===== config.mk =====
export PLATFORM = sky130hd
export DESIGN_NAME = core_mem_arbiter
export DESIGN_NICKNAME = d
export VERILOG_FILES = /design/src/rtl/core_mem_arbiter.sv
export SDC_FILE = /design/constraint.sdc
export NUM_CORES = 1
export LEC_CHECK = 0
export ABC_AREA = 0
export BUFFER_PORTS_ARGS = -buffer_cell sky130_fd_sc_hd__buf_2
export CORE_AREA = 2 2 146 148
export DETAILED_ROUTE_END_ITERATION = 10
export DIE_AREA = 0 0 148 150
export SYNTH_ARGS = -nofsm -noshare
export SYNTH_HDL_FRONTEND = slang
export SYNTH_SLANG_ARGS = --single-unit

===== constraint.sdc =====
create_clock -name clk -period 7.2 [get_ports clk]
set_clock_uncertainty 0.15 [all_clocks]
set_input_delay 0.72 -clock clk [delete_from_list [all_inputs] [get_ports clk]]
set_output_delay 0.72 -clock clk [all_outputs]
set_load 0.05 [all_outputs]

===== src/rtl/core_mem_arbiter.sv =====
`default_nettype none
// ============================================================================
// Module   : core_mem_arbiter
// Purpose  : Round-robin arbiter granting one of NUM_CORES cores access to a
//            single-ported shared memory. Writes take two cycles
//            (ACCESS, IDLE). Reads take three cycles (ACCESS, RDWAIT, IDLE).
//            Read data is returned in RDWAIT.
// Options  : MEM_ARB_BURST_EN - when defined, a core holding lock may keep
//            the memory for up to MAX_BURST consecutive accesses.
// Revision : 1.0 - initial release
// ============================================================================
module core_mem_arbiter #(
  parameter int NUM_CORES = 16,
  parameter int ADDR_W    = 8,
  parameter int DATA_W    = 8,
  parameter int MAX_BURST = 4
) (
  input  logic                        clk,
  input  logic                        reset,
  input  logic [NUM_CORES-1:0]        req,
  input  logic [NUM_CORES-1:0]        we,
  input  logic [NUM_CORES*ADDR_W-1:0] addr,
  input  logic [NUM_CORES*DATA_W-1:0] wdata,
  input  logic [NUM_CORES-1:0]        lock,
  output logic [NUM_CORES-1:0]        grant,
  output logic [NUM_CORES-1:0]        rvalid,
  output logic [DATA_W-1:0]           rdata,
  output logic                        mem_en,
  output logic                        mem_we,
  output logic [ADDR_W-1:0]           mem_addr,
  output logic [DATA_W-1:0]           mem_wdata,
  input  logic [DATA_W-1:0]           mem_rdata
);

  localparam int PTR_W = (NUM_CORES > 1) ? $clog2(NUM_CORES) : 1;

  localparam logic [1:0] ST_IDLE   = 2'd0;
  localparam logic [1:0] ST_ACCESS = 2'd1;
  localparam logic [1:0] ST_RDWAIT = 2'd2;

  localparam logic [PTR_W:0]       C_NUM = (PTR_W+1)'(NUM_CORES);
  localparam logic [NUM_CORES-1:0] C_ONE = NUM_CORES'(1);

  logic [1:0]           r_state;
  logic [1:0]           w_state_next;
  logic [PTR_W-1:0]     r_ptr;
  logic [PTR_W-1:0]     r_win;
  logic [PTR_W-1:0]     w_sel;
  logic [PTR_W-1:0]     w_load_idx;
  logic [PTR_W-1:0]     w_ptr_inc;
  logic [PTR_W:0]       w_scan;
  logic                 w_found;
  logic                 w_any;
  logic                 w_cont;
  logic                 w_rd_cont;

  logic [NUM_CORES-1:0] r_grant;
  logic [NUM_CORES-1:0] r_rvalid;
  logic                 r_mem_en;
  logic                 r_mem_we;
  logic [ADDR_W-1:0]    r_mem_addr;
  logic [DATA_W-1:0]    r_mem_wdata;

  logic [NUM_CORES-1:0] w_grant_nxt;
  logic [NUM_CORES-1:0] w_rvalid_nxt;
  logic                 w_mem_en_nxt;
  logic                 w_mem_we_nxt;
  logic [ADDR_W-1:0]    w_mem_addr_nxt;
  logic [DATA_W-1:0]    w_mem_wdata_nxt;

  assign w_any = |req;

  // Winner: first requesting core at or above the pointer, scanning upward
  // with wrap-around. The scan index never exceeds 2*NUM_CORES-2, so a
  // single conditional subtraction is enough to wrap it.
  always_comb begin
    w_sel   = '0;
    w_found = 1'b0;
    w_scan  = '0;
    for (int k = 0; k < NUM_CORES; k++) begin
      w_scan = {1'b0, r_ptr} + (PTR_W+1)'(k);
      if (w_scan >= C_NUM) begin
        w_scan = w_scan - C_NUM;
      end
      if (!w_found && req[w_scan[PTR_W-1:0]]) begin
        w_sel   = w_scan[PTR_W-1:0];
        w_found = 1'b1;
      end
    end
  end

  // Pointer moves to the core just after the last winner.
  assign w_ptr_inc = ({1'b0, r_win} == (C_NUM - 1'b1)) ? '0 : (r_win + 1'b1);

`ifdef MEM_ARB_BURST_EN
  localparam int BURST_W = (MAX_BURST > 1) ? $clog2(MAX_BURST) : 1;
  localparam logic [BURST_W-1:0] C_BURST_LAST = BURST_W'(MAX_BURST - 1);

  logic [BURST_W-1:0] r_burst;
  logic               r_cont;

  // Burst continues only while the owner still requests and holds lock.
  assign w_cont = (r_state == ST_ACCESS) && lock[r_win] && req[r_win] &&
                  (r_burst < C_BURST_LAST);

  assign w_rd_cont = r_cont;

  // Burst counter and read-continuation flag, decided once per ACCESS cycle.
  always_ff @(posedge clk or negedge reset) begin
    if (!reset) begin
      r_burst <= '0;
      r_cont  <= 1'b0;
    end else if (r_state == ST_ACCESS) begin
      if (w_cont) begin
        r_burst <= r_burst + 1'b1;
        r_cont  <= 1'b1;
      end else begin
        r_burst <= '0;
        r_cont  <= 1'b0;
      end
    end
  end
`else
  logic w_unused_lock;

  assign w_cont        = 1'b0;
  assign w_rd_cont     = 1'b0;
  assign w_unused_lock = ^lock;
`endif

  // State register.
  always_ff @(posedge clk or negedge reset) begin
    if (!reset) begin
      r_state <= ST_IDLE;
    end else begin
      r_state <= w_state_next;
    end
  end

  // Next-state logic.
  always_comb begin
    w_state_next = r_state;
    case (r_state)
      ST_IDLE: begin
        if (w_any) begin
          w_state_next = ST_ACCESS;
        end
      end
      ST_ACCESS: begin
        if (r_mem_we) begin
          w_state_next = w_cont ? ST_ACCESS : ST_IDLE;
        end else begin
          w_state_next = ST_RDWAIT;
        end
      end
      ST_RDWAIT: begin
        w_state_next = w_rd_cont ? ST_ACCESS : ST_IDLE;
      end
      default: begin
        w_state_next = ST_IDLE;
      end
    endcase
  end

  // Core whose request fields are captured on entry to ACCESS: a fresh
  // winner from IDLE, otherwise the current burst owner.
  assign w_load_idx = (r_state == ST_IDLE) ? w_sel : r_win;

  // Output logic: next values of the registered outputs, derived from the
  // state being entered so that all outputs appear in the same cycle.
  always_comb begin
    w_grant_nxt     = '0;
    w_rvalid_nxt    = '0;
    w_mem_en_nxt    = 1'b0;
    w_mem_we_nxt    = 1'b0;
    w_mem_addr_nxt  = '0;
    w_mem_wdata_nxt = '0;
    if (w_state_next == ST_ACCESS) begin
      w_grant_nxt     = C_ONE << w_load_idx;
      w_mem_en_nxt    = 1'b1;
      w_mem_we_nxt    = we[w_load_idx];
      w_mem_addr_nxt  = addr[w_load_idx*ADDR_W +: ADDR_W];
      w_mem_wdata_nxt = wdata[w_load_idx*DATA_W +: DATA_W];
    end
    if (w_state_next == ST_RDWAIT) begin
      w_rvalid_nxt = C_ONE << r_win;
    end
  end

  // Registered outputs.
  always_ff @(posedge clk or negedge reset) begin
    if (!reset) begin
      r_grant     <= '0;
      r_rvalid    <= '0;
      r_mem_en    <= 1'b0;
      r_mem_we    <= 1'b0;
      r_mem_addr  <= '0;
      r_mem_wdata <= '0;
    end else begin
      r_grant     <= w_grant_nxt;
      r_rvalid    <= w_rvalid_nxt;
      r_mem_en    <= w_mem_en_nxt;
      r_mem_we    <= w_mem_we_nxt;
      r_mem_addr  <= w_mem_addr_nxt;
      r_mem_wdata <= w_mem_wdata_nxt;
    end
  end

  // Winner capture in IDLE and pointer advance when a transaction ends.
  always_ff @(posedge clk or negedge reset) begin
    if (!reset) begin
      r_win <= '0;
      r_ptr <= '0;
    end else begin
      if ((r_state == ST_IDLE) && w_any) begin
        r_win <= w_sel;
      end
      if ((r_state != ST_IDLE) && (w_state_next == ST_IDLE)) begin
        r_ptr <= w_ptr_inc;
      end
    end
  end

  assign grant     = r_grant;
  assign rvalid    = r_rvalid;
  assign rdata     = mem_rdata;
  assign mem_en    = r_mem_en;
  assign mem_we    = r_mem_we;
  assign mem_addr  = r_mem_addr;
  assign mem_wdata = r_mem_wdata;

endmodule
`default_nettype wire


==> results.py <==
metrics = {
    "synthesis": {
        "netlist.top_cell.by_area": "sky130_fd_sc_hd__mux4_2",
        "ranking_of_synthesized_cells_by_area": "sky130_fd_sc_hd__mux4_2 (25%), sky130_fd_sc_hd__dfrtp_1 (23%), sky130_fd_sc_hd__nand2_1 (5.4%)",
        "synth_cell_type_count": 76,
        "synth_simple_gate_area_share_pct": 19.7,
        "xor_and_xnor_area_share_after_synthesis_pct": 1.07,
        "synth_seq_area_share_pct": 22.9,
        "synth_compound_area_share_pct": 16.3,
        "synthesis.area_mm2": 0.00656,
        "synth_largest_type_area_fraction_pct": 24.7,
        "synth_edf_count": 0,
        "postSynthCellCount": 664,
        "synthMuxAreaShare_pct": 31.6,
        "synth-async-reset-ratio_pct": 100,
        "ys.flop_type": "sky130_fd_sc_hd__dfrtp_1",
        "postSynthRegisterBits": 60,
        "syn-mean-instance-area_um2": 9.88,
        "combinational_family_with_the_most_area_after_synthesis": "multiplexers",
        "synth-adder-area-share_pct": 2.48,
        "postSynthNetCount": 991,
        "yosys_warn_count": 0,
    },
    "placement": {
        "placement.io_buffers": 339,
        "finalWeightedCongestion": 0.937,
        "place_area_mm2": 0.00849,
        "place.detailed.instances": 1246,
        "dp_hpwl_um": 22200,
    },
    "worst_setup_path": {
        "critPathSlowestCell": "sky130_fd_sc_hd__ha_1",
        "critical_path.top_delay_family": "simple AND/OR/NAND/NOR gates",
        "crit_cells": 15,
        "worst_path_largest_cell_delay_ps": 810,
        "worst-path-buf-inv": 2,
        "worstPathCellList": "inv_1 -> ha_1 -> mux4_2 -> mux2_2 -> a2111oi_4 -> nand4_4 -> or4b_1 -> nor3_2 -> nor4_1 -> nor3_2 -> or2_2 -> buf_12 -> mux4_2 -> a22oi_1 -> o31ai_1",
        "worst_setup_path_start_kind": "flip-flop",
        "worstPathArrival_ps": 6330,
        "worstSetupPathType": "flip-flop to flip-flop",
        "critPathMaxFanout": 19,
        "ff_to_ff_path_depth": 15,
        "end_kind": "flip-flop",
        "worst_path_required_ps": 7240,
    },
    "status": {
        "status": "finished, final reports clean",
    },
    "sta": {
        "finalSetupTns_ps": 0,
        "min_period_over_period_pct": 87.4,
        "f_max_mhz": 159,
        "rsz_0062_raised_after_global_routing": "no",
        "worstMarginPinSlew_ps": 918,
        "timing.slew.headroom_pct": 38.4,
        "period_needed_ps": 6290,
        "finalSetupViolations": 0,
        "maxSlewViolCount": 0,
        "number_of_hold_slack_violations_in_the_final_timing_report": 0,
    },
    "final_layout": {
        "area_growth_syn_to_layout_pct": 34.5,
        "nets_finish": 1309,
        "layout-drive-gt1-share_pct": 49.8,
        "instances_no_fill": 1266,
        "fillers": 2104,
        "finalInstanceArea_mm2": 0.00882,
        "seqCellArea_mm2": 0.00150,
        "multi_input_comb_area_mm2": 0.00468,
    },
    "detailed_routing": {
        "initialDrtViolationCount": 566,
        "drt-wirelength-per-cell_um": 21.5,
        "dr_total_vias": 7015,
        "drt.antenna.violating_nets": 0,
        "drc": 0,
        "finalWirelength_um": 27200,
        "firstDrtPassIters": 5,
        "routed_via_density": 5.54,
    },
    "clock_tree": {
        "cts.sink_count": 60,
        "worst_case_clock_buffer_depth": 2,
        "cts_made_buffers": 9,
        "cts-resized-gates": 0,
        "cts-htree-levels": 3,
        "insertion_delay_ps": 330,
        "cts_tree": "done",
        "holdBufCountCts": 0,
        "worst_setup_hold_path_clk_slew_ps": 60,
        "post-cts-setup-buffer-count": 0,
        "cts_root_buf": "sky130_fd_sc_hd__clkbuf_16",
    },
    "worst_hold_path": {
        "hold_path_class": "input pin to asynchronous set/reset pin",
    },
    "floorplanning": {
        "io-pin-count": 372,
        "number_of_rows_created_at_floorplan": 53,
        "start_util_pct": 31.7,
        "die_h_um": 150,
        "die_width_um": 148,
        "fp.dieArea_mm2": 0.0222,
        "core-area_mm2": 0.0207,
    },
    "grt": {
        "global_route_wire_length_before_repair_um": 39700,
        "gr-total-overflow": 0,
        "initial_antenna_violation_count": 5,
        "grt_max_degree": 61,
        "first_global_vias": 6852,
        "globalRouteTotalUtil_pct": 23.6,
    },
    "flow_run": {
        "max_capacitance_violation_count": 0,
    },
}
[stage by stage]
stage | utilization, % | hold slack [ps] | setup WS (ps)
6_report | 42.6 | 406 | 909
5_1_grt | 42.6 | 462 | 404
4_1_cts | 42.6 | 402 | 898
3_5_place_dp | 41.0 | 382 | 917
3_3_place_gp | 41.0 | 385 | 917
2_1_floorplan | - | 274 | 1220
[state kept, by name, summed over array words and instances (netlist names)]
name       count
grant         16
rvalid        16
mem_addr       8
mem_wdata      8
r_ptr          4
r_win          4
r_state        2
mem_en         1
mem_we         1
[worst paths after layout]
kind	start	end	slack [ps]
min in group clk	r_state[1]$_DFF_PN0_	r_state[1]$_DFF_PN0_	410
max reg2reg	r_ptr[1]$_DFFE_PN0P_	mem_addr[3]$_DFF_PN0_	910
max in group asynchronous	reset	mem_addr[6]$_DFF_PN0_	5970
min reg2reg	r_state[1]$_DFF_PN0_	r_state[1]$_DFF_PN0_	410
max	r_ptr[1]$_DFFE_PN0P_	mem_addr[3]$_DFF_PN0_	910
min	reset	mem_addr[3]$_DFF_PN0_	410
[area by class of cell]
cell class | count | share of cell area (%)
Clock buffer | 9 | 2.55
Clock inverter | 7 | 1.12
Multi-Input combinational cell | 533 | 53.1
Inverter | 15 | 0.638
Tap cell | 275 | 3.90
Sequential cell | 60 | 17.0
Antenna cell | 4 | 0.113
Timing Repair Buffer | 363 | 21.6
[synth_stat cells (5+ instances only)]
master / n
sky130_fd_sc_hd__nand3_1: 8
sky130_fd_sc_hd__clkbuf_1: 14
sky130_fd_sc_hd__nand2_1: 95
sky130_fd_sc_hd__a22oi_1: 21
sky130_fd_sc_hd__mux4_2: 72
sky130_fd_sc_hd__nand2b_1: 9
sky130_fd_sc_hd__a211oi_1: 5
sky130_fd_sc_hd__nor4b_1: 5
sky130_fd_sc_hd__ha_1: 13
sky130_fd_sc_hd__nor4_1: 8
sky130_fd_sc_hd__a21oi_1: 16
sky130_fd_sc_hd__a31oi_1: 5
sky130_fd_sc_hd__and2_1: 6
sky130_fd_sc_hd__buf_4: 12
sky130_fd_sc_hd__a31o_1: 17
sky130_fd_sc_hd__o211ai_1: 6
sky130_fd_sc_hd__nor2b_1: 6
sky130_fd_sc_hd__inv_1: 12
sky130_fd_sc_hd__and3_1: 32
sky130_fd_sc_hd__nor2_1: 54
sky130_fd_sc_hd__or3_1: 5
sky130_fd_sc_hd__dfrtp_1: 60
sky130_fd_sc_hd__mux2_2: 17
sky130_fd_sc_hd__or2_2: 6
sky130_fd_sc_hd__mux2i_1: 19
sky130_fd_sc_hd__o31ai_1: 21
sky130_fd_sc_hd__o21ai_0: 8
sky130_fd_sc_hd__buf_2: 22
sky130_fd_sc_hd__buf_6: 5
sky130_fd_sc_hd__xnor2_1: 7
[layer usage]
layer / part of all wire, % / GRT usage (%)
met1: 39 / 29.3
met2: 49 / 39.1
met3: 7.7 / 5.67
met4: 4.4 / 10.6
met5: 0.040 / 0
[cells by family (layout without fill, tap and decap cells)]
family,count (synthesis),after routing
flops,60,60
mux,114,114
fa+ha+maj,13,13
xor+xnor,8,8
simple gates,257,257
other cells,0,4
buf+inv,71,394
compound gates,141,141
[placed cells by master, fill, tap and decap left out, types with 12 or more instances in the layout]
cell type                   n
sky130_fd_sc_hd__o31ai_1   21
sky130_fd_sc_hd__mux4_2    72
sky130_fd_sc_hd__a21oi_1   16
sky130_fd_sc_hd__buf_4     22
sky130_fd_sc_hd__buf_2    339
sky130_fd_sc_hd__ha_1      13
sky130_fd_sc_hd__a22oi_1   21
sky130_fd_sc_hd__inv_1     12
sky130_fd_sc_hd__and3_1    32
sky130_fd_sc_hd__a31o_1    17
sky130_fd_sc_hd__nor2_1    53
sky130_fd_sc_hd__mux2i_1   19
sky130_fd_sc_hd__mux2_2    17
sky130_fd_sc_hd__nand2_1   95
sky130_fd_sc_hd__dfrtp_1   60
[worst reg2reg max path, stage by stage (launching register included)]
cell and delay (ps):
sky130_fd_sc_hd__dfrtp_1 340, sky130_fd_sc_hd__inv_1 160, sky130_fd_sc_hd__ha_1 820, sky130_fd_sc_hd__mux4_2 640, sky130_fd_sc_hd__mux2_2 360, sky130_fd_sc_hd__a2111oi_4 530
sky130_fd_sc_hd__nand4_4 260, sky130_fd_sc_hd__or4b_1 710, sky130_fd_sc_hd__nor3_2 260, sky130_fd_sc_hd__nor4_1 100, sky130_fd_sc_hd__nor3_2 210, sky130_fd_sc_hd__or2_2 340
sky130_fd_sc_hd__buf_12 230, sky130_fd_sc_hd__mux4_2 550, sky130_fd_sc_hd__a22oi_1 360, sky130_fd_sc_hd__o31ai_1 140
Power is left out: the tool's default activity adds up to more than one toggle a clock period on the data nets, which glitch-free logic cannot reach.
